**src/rtl/mips_instr_encoder_pkg.sv**
```systemverilog
// Shared field widths, format codes, FSM states and the field-packing helper
// for the MIPS instruction encoder/loader.
package mips_instr_encoder_pkg;

  localparam int OP_SIZE    = 6;
  localparam int R_SIZE     = 5;
  localparam int IMI_SIZE   = 16;
  localparam int INSTRSIZE  = 32;
  localparam int FUNCT_SIZE = 6;
  localparam int IDX_SIZE   = INSTRSIZE - OP_SIZE;

  localparam logic [1:0] FMT_R   = 2'd0;
  localparam logic [1:0] FMT_I   = 2'd1;
  localparam logic [1:0] FMT_J   = 2'd2;
  localparam logic [1:0] FMT_BAD = 2'd3;

  typedef enum logic [1:0] {
    ST_IDLE  = 2'd0,
    ST_RUN   = 2'd1,
    ST_DRAIN = 2'd2,
    ST_DONE  = 2'd3
  } state_t;

  typedef struct packed {
    logic [OP_SIZE-1:0]    opcode;
    logic [R_SIZE-1:0]     rs;
    logic [R_SIZE-1:0]     rt;
    logic [R_SIZE-1:0]     rd;
    logic [R_SIZE-1:0]     shamt;
    logic [FUNCT_SIZE-1:0] funct;
    logic [IMI_SIZE-1:0]   imm;
    logic [IDX_SIZE-1:0]   idx;
  } fields_t;

  function automatic logic [INSTRSIZE-1:0] encode(input logic [1:0] fmt, input fields_t f);
    case (fmt)
      FMT_R:   encode = {f.opcode, f.rs, f.rt, f.rd, f.shamt, f.funct};
      FMT_I:   encode = {f.opcode, f.rs, f.rt, f.imm};
      FMT_J:   encode = {f.opcode, f.idx};
      default: encode = '0;
    endcase
  endfunction

endpackage

```
**src/rtl/mips_instr_encoder_sync_fifo.sv**
```systemverilog
// Small synchronous FIFO with registered storage; head word is visible on
// rdata whenever the FIFO is not empty.
module mips_instr_encoder_sync_fifo #(
  parameter int WIDTH = 32,
  parameter int DEPTH = 4
) (
  input  logic             clk,
  input  logic             rst,
  input  logic             push,
  input  logic [WIDTH-1:0] wdata,
  input  logic             pop,
  output logic [WIDTH-1:0] rdata,
  output logic             full,
  output logic             empty
);

  localparam int AW = $clog2(DEPTH);

  logic [WIDTH-1:0] mem [DEPTH];
  logic [AW:0]      wptr, rptr;

  // Extra pointer MSB distinguishes full from empty when the indices match.
  assign empty = (wptr == rptr);
  assign full  = (wptr[AW] != rptr[AW]) && (wptr[AW-1:0] == rptr[AW-1:0]);
  assign rdata = mem[rptr[AW-1:0]];

  always_ff @(posedge clk) begin
    if (rst) begin
      wptr <= '0;
      rptr <= '0;
    end else begin
      if (push && !full) begin
        mem[wptr[AW-1:0]] <= wdata;
        wptr <= wptr + 1'b1;
      end
      if (pop && !empty) rptr <= rptr + 1'b1;
    end
  end

endmodule

```
**src/rtl/mips_instr_encoder.sv**
```systemverilog
// Packs MIPS R/I/J fields into instruction words and streams them into
// instruction memory at consecutive addresses, with FIFO buffering.
module mips_instr_encoder
  import mips_instr_encoder_pkg::*;
#(
  parameter int DEPTH  = 4,
  parameter int ADDR_W = 10
) (
  input  logic                  clk,
  input  logic                  rst,
  input  logic                  start,
  input  logic [ADDR_W-1:0]     base_addr,
  input  logic                  finish,
  input  logic                  req_valid,
  output logic                  req_ready,
  input  logic [1:0]            fmt,
  input  logic [OP_SIZE-1:0]    opcode,
  input  logic [R_SIZE-1:0]     rs,
  input  logic [R_SIZE-1:0]     rt,
  input  logic [R_SIZE-1:0]     rd,
  input  logic [R_SIZE-1:0]     shamt,
  input  logic [FUNCT_SIZE-1:0] funct,
  input  logic [IMI_SIZE-1:0]   imm,
  input  logic [IDX_SIZE-1:0]   instr_index,
  output logic                  imem_we,
  input  logic                  imem_ready,
  output logic [ADDR_W-1:0]     imem_addr,
  output logic [INSTRSIZE-1:0]  imem_wdata,
  output logic [ADDR_W:0]       words_written,
  output logic                  err_illegal,
  output logic                  wrapped,
  output logic                  done
);

  state_t               state;
  fields_t              fields;
  logic                 accept, push, pop;
  logic                 fifo_full, fifo_empty;
  logic [INSTRSIZE-1:0] enc_word, head;

  assign fields = '{opcode: opcode, rs: rs, rt: rt, rd: rd, shamt: shamt,
                    funct: funct, imm: imm, idx: instr_index};
  assign enc_word = encode(fmt, fields);

  // Ready is based on the pre-pop full flag: no same-cycle bypass.
  assign req_ready  = (state == ST_RUN) && !fifo_full;
  assign accept     = req_valid && req_ready;
  assign push       = accept && (fmt != FMT_BAD);
  assign imem_we    = !fifo_empty && ((state == ST_RUN) || (state == ST_DRAIN));
  assign pop        = imem_we && imem_ready;
  assign imem_wdata = imem_we ? head : '0;

  mips_instr_encoder_sync_fifo #(.WIDTH(INSTRSIZE), .DEPTH(DEPTH)) u_fifo (
    .clk   (clk),
    .rst   (rst),
    .push  (push),
    .wdata (enc_word),
    .pop   (pop),
    .rdata (head),
    .full  (fifo_full),
    .empty (fifo_empty)
  );

  always_ff @(posedge clk) begin
    if (rst) begin
      state         <= ST_IDLE;
      imem_addr     <= '0;
      words_written <= '0;
      err_illegal   <= 1'b0;
      wrapped       <= 1'b0;
      done          <= 1'b0;
    end else begin
      done <= 1'b0;
      case (state)
        ST_IDLE: if (start) begin
          state         <= ST_RUN;
          imem_addr     <= base_addr;
          words_written <= '0;
          err_illegal   <= 1'b0;
          wrapped       <= 1'b0;
        end
        ST_RUN: if (finish) state <= ST_DRAIN;
        ST_DRAIN: if (fifo_empty) begin
          state <= ST_DONE;
          done  <= 1'b1;
        end
        default: state <= ST_IDLE;
      endcase
      if (accept && (fmt == FMT_BAD)) err_illegal <= 1'b1;
      if (pop) begin
        imem_addr <= imem_addr + 1'b1;
        if (&imem_addr) wrapped <= 1'b1;
        if (!(&words_written)) words_written <= words_written + 1'b1;
      end
    end
  end

endmodule

```
**config.mk**
```make
export PLATFORM = sky130hd
export DESIGN_NAME = mips_instr_encoder
export DESIGN_NICKNAME = d
export VERILOG_FILES = /design/src/rtl/mips_instr_encoder_pkg.sv /design/src/rtl/mips_instr_encoder_sync_fifo.sv /design/src/rtl/mips_instr_encoder.sv
export SDC_FILE = /design/constraint.sdc
export NUM_CORES = 1
export LEC_CHECK = 0
export ABC_AREA = 1
export BUFFER_PORTS_ARGS = -buffer_cell sky130_fd_sc_hd__buf_2
export CAP_MARGIN = 40
export CORE_ASPECT_RATIO = 0.5
export CORE_MARGIN = 4
export CORE_UTILIZATION = 50
export CTS_CLUSTER_DIAMETER = 60
export DETAILED_ROUTE_END_ITERATION = 16
export GPL_TIMING_DRIVEN = 0
export PLACE_DENSITY = 0.73
export SYNTH_ARGS = -nofsm -noshare
export SYNTH_HDL_FRONTEND = slang
export SYNTH_SLANG_ARGS = --single-unit
```
**constraint.sdc**
```tcl
create_clock -name clk -period 3.7 [get_ports clk]
set_input_delay 0.74 -clock clk [delete_from_list [all_inputs] [get_ports clk]]
set_output_delay 0.74 -clock clk [all_outputs]
set_load 0.01 [all_outputs]
```
==> impl_metrics.csv <==
group,metric,value,unit
layout,final_core_util,0.632,
critical_path,endpoint_kind,"primary output",
logic_synthesis,synth_top_family_by_area,"simple AND/OR/NAND/NOR gates",
worst_hold_path,worstHoldStart,"err_illegal$_SDFFE_PP0P_",
sta,maxSlewHeadroom,0.608,
clock_network,insertion_delay,0.42,ns
logic_synthesis,synthArstFlopShare,0,
worst_hold_path,holdCritPathClass,"flop to flop",
logic_synthesis,synth_area,7560,um^2
floorplanning,core,14600,um^2
logic_synthesis,synth_top_area_cell,"edfxtp_1",
logic_synthesis,muxShareOfSynthArea,0,
critical_path,worst-endpoint-arrival,2.22,ns
critical_path,crit_type,"flop to primary output",
layout,final_cells,1187,
sta,clock_skew,0.0104,ns
layout,syn2layout_area_growth,22.2,%
grt,antenna_found_initial,0,
placement,place_hpwl,13.2,mm
sta,fin_crit,2.96,ns
layout,nFillCells,1215,
sta,rsz0062_at_grt,"no",
pwr,pwr_density_cell,542,nW/um^2
drt,drtIter0Drc,461,
grt,grt_max_degree,26,
layout,regArea,4520,um^2
placement,portBuffers,148,
layout,multiInputGateArea,2580,um^2
clock_network,cts_made_buffers,17,
critical_path,timing.rr.end,"u_fifo.mem[0][0]$_DFFE_PP_",
grt,overflow,0,
floorplanning,io_pins,150,
critical_path,timing.rr.start,"u_fifo.wptr[0]$_SDFFE_PP0P_",
logic_synthesis,synth_top_area_frac,0.509,
logic_synthesis,synth_flop_cell,"edfxtp_1",
critical_path,reg2reg_slack,1.16,ns
logic_synthesis,synth_adder_area_share,0.0182,
clock_network,cts_tree,"built",
logic_synthesis,synth_seq_cells,162,
clock_network,ctsHoldBuffers,0,
clock_network,cts_resized,0,
logic_synthesis,synth_nets,908,
logic_synthesis,syn_area_per_cell,9.39,um^2
logic_synthesis,synth-edff-count,128,
grt,grt_pass1_vias,6141,
critical_path,crit_path_start_kind,"flop",
logic_synthesis,yosys.area_share.simple,0.183,
job,drv_cap,0,
logic_synthesis,ys_warn_count,0,
worst_hold_path,hold_end,"err_illegal$_SDFFE_PP0P_",
layout,diodes,0,
layout,layout.nets,1079,
sta,hold_violations,0,
logic_synthesis,synth_most_common_cell,"nor2_1",
floorplanning,rows,31,
pwr,ir_worst_vdd,332,uV
sta,tns,0,ns
placement,gp_congestion,0.834,
logic_synthesis,synth_xor_area_frac,0.0116,
floorplanning,dieHeight,94.9,um
critical_path,r2r_cells,9,
logic_synthesis,synthTopCellsByArea,"edfxtp_1 (51%), dfxtp_1 (9.0%), nor2_1 (7.9%)",
clock_network,htree_levels,4,
logic_synthesis,ys_types,32,
clock_network,cts.reportedPaths.clkPinSlew,0.06,ns
logic_synthesis,synth_compound_area_frac,0.125,
sta,slew_viol_final,0,
clock_network,clockBufferDepth,2,
floorplanning,start_util,0.517,
logic_synthesis,synthCells,805,
sta,finalSetupViolCount,0,
clock_network,cts_sinks,162,
sta,fin_crit_sh,0.801,
floorplanning,dieArea,17300,um^2
critical_path,crit_required,2.96,ns
drt,vias_per_cell,5.28,
placement,dp.cells,1155,
drt,drtPass1Iterations,7,
critical_path,crit_path_max_fanout,10,
sta,fmax,338,MHz
layout,drive_gt1_frac,0.222,
pwr,p_leak,0.00383,uW
drt,num_vias,6263,
drt,detail-route-antenna-nets,0,
logic_synthesis,synth_common_cells,"nor2_1 (159), edfxtp_1 (128), nand2_1 (101)",
clock_network,postCtsSetupRepairBufs,0,
logic_synthesis,yosysSeqAreaShare,0.599,
drt,wirelength,18.7,mm
sta,worstMarginPinSlew,0.587,ns
grt,grt_pass1_wl,30.0,mm
drt,drc_errors,0,
outcome,status,"completed",
floorplanning,die_x,182,um
clock_network,root_buffer,"clkbuf_16",
worst_hold_path,min_path_cells,2,
drt,wire_per_inst,15.8,um
grt,grt.total_usage,0.220,
[power by group]
group / internal (uW) / switching, uW
clock network: 893 / 775
registers: 2070 / 80.9
logic: 403 / 789
total: 3370 / 1650
[final cells by class]
type	instances	share of cell area
plain buffers	44	0.0234
multi-input cells	529	0.280
repair buffers	152	0.0913
flip-flops and latches	162	0.490
clock inverters	14	0.0142
inverters	70	0.0284
well taps	198	0.0268
clock buffers	18	0.0464
[worst max-delay path by stage]
stage,to,slack [ns],cells past startpoint
floorplan,u_fifo.mem[0][0]$_DFFE_PP_,0.56,6
global placement,u_fifo.mem[1][18]$_DFFE_PP_,-0.84,7
detailed placement,u_fifo.mem[0][22]$_DFFE_PP_,0.71,8
CTS,imem_wdata[10],0.76,6
global route,imem_wdata[21],0.62,7
finish,imem_wdata[9],0.74,7
[cell usage in the layout, fill, tap and decap left out, types with 23 or more instances in the layout]
cell      Yosys  final
a21oi_1      65     65
buf_2        14    162
clkbuf_1     22     23
dfxtp_1      34     34
edfxtp_1    128    128
inv_1        65     65
nand2_1     101    101
nand3_1      51     51
nor2_1      159    155
o21ai_0      82     82
[routing by layer]
| layer | track usage | wire (um) | vias to the layer above |
|---|---|---|---|
| met5 | 0 | 0 | - |
| met4 | 0.0699 | 263 | 0 |
| met3 | 0.0442 | 1210 | 19 |
| met2 | 0.388 | 9320 | 218 |
| met1 | 0.278 | 7950 | 2945 |
| li1 | - | - | 3081 |
[state kept, by name, summed over array words and instances, names as in the netlist, named ones only]
signal / flops
u_fifo.mem: 128
imem_addr: 10
state: 2
u_fifo.rptr: 3
err_illegal: 1
words_written: 11
done: 1
wrapped: 1
u_fifo.wptr: 3
[logic make-up after synthesis]
family          after synthesis
xor+xnor                     10
compound gates              181
flops                       162
fa+ha+maj                    11
simple gates                327
buf+inv                     114
[critical path, cell delays in order (launching register included)]
cell	delay [ns]
dfxtp_1	0.32
clkbuf_1	0.31
inv_1	0.18
clkbuf_1	0.31
nor2_1	0.20
o21ai_0	0.16
a21oi_1	0.17
buf_2	0.15
[through the flow]
step                      cell area (um^2)  worst slack [ns]  total power, uW  hold slack, ns
after floorplan                       7560             0.563             2920           0.472
after global placement                8550            -0.844             3330           0.453
after detailed placement              8680             0.715             3380           0.455
after CTS                             9240             0.756             5040           0.465
after global routing                  9240             0.620             5290           0.488
final                                 9240             0.737             5010           0.464
Power figures use the tool's default switching activity.
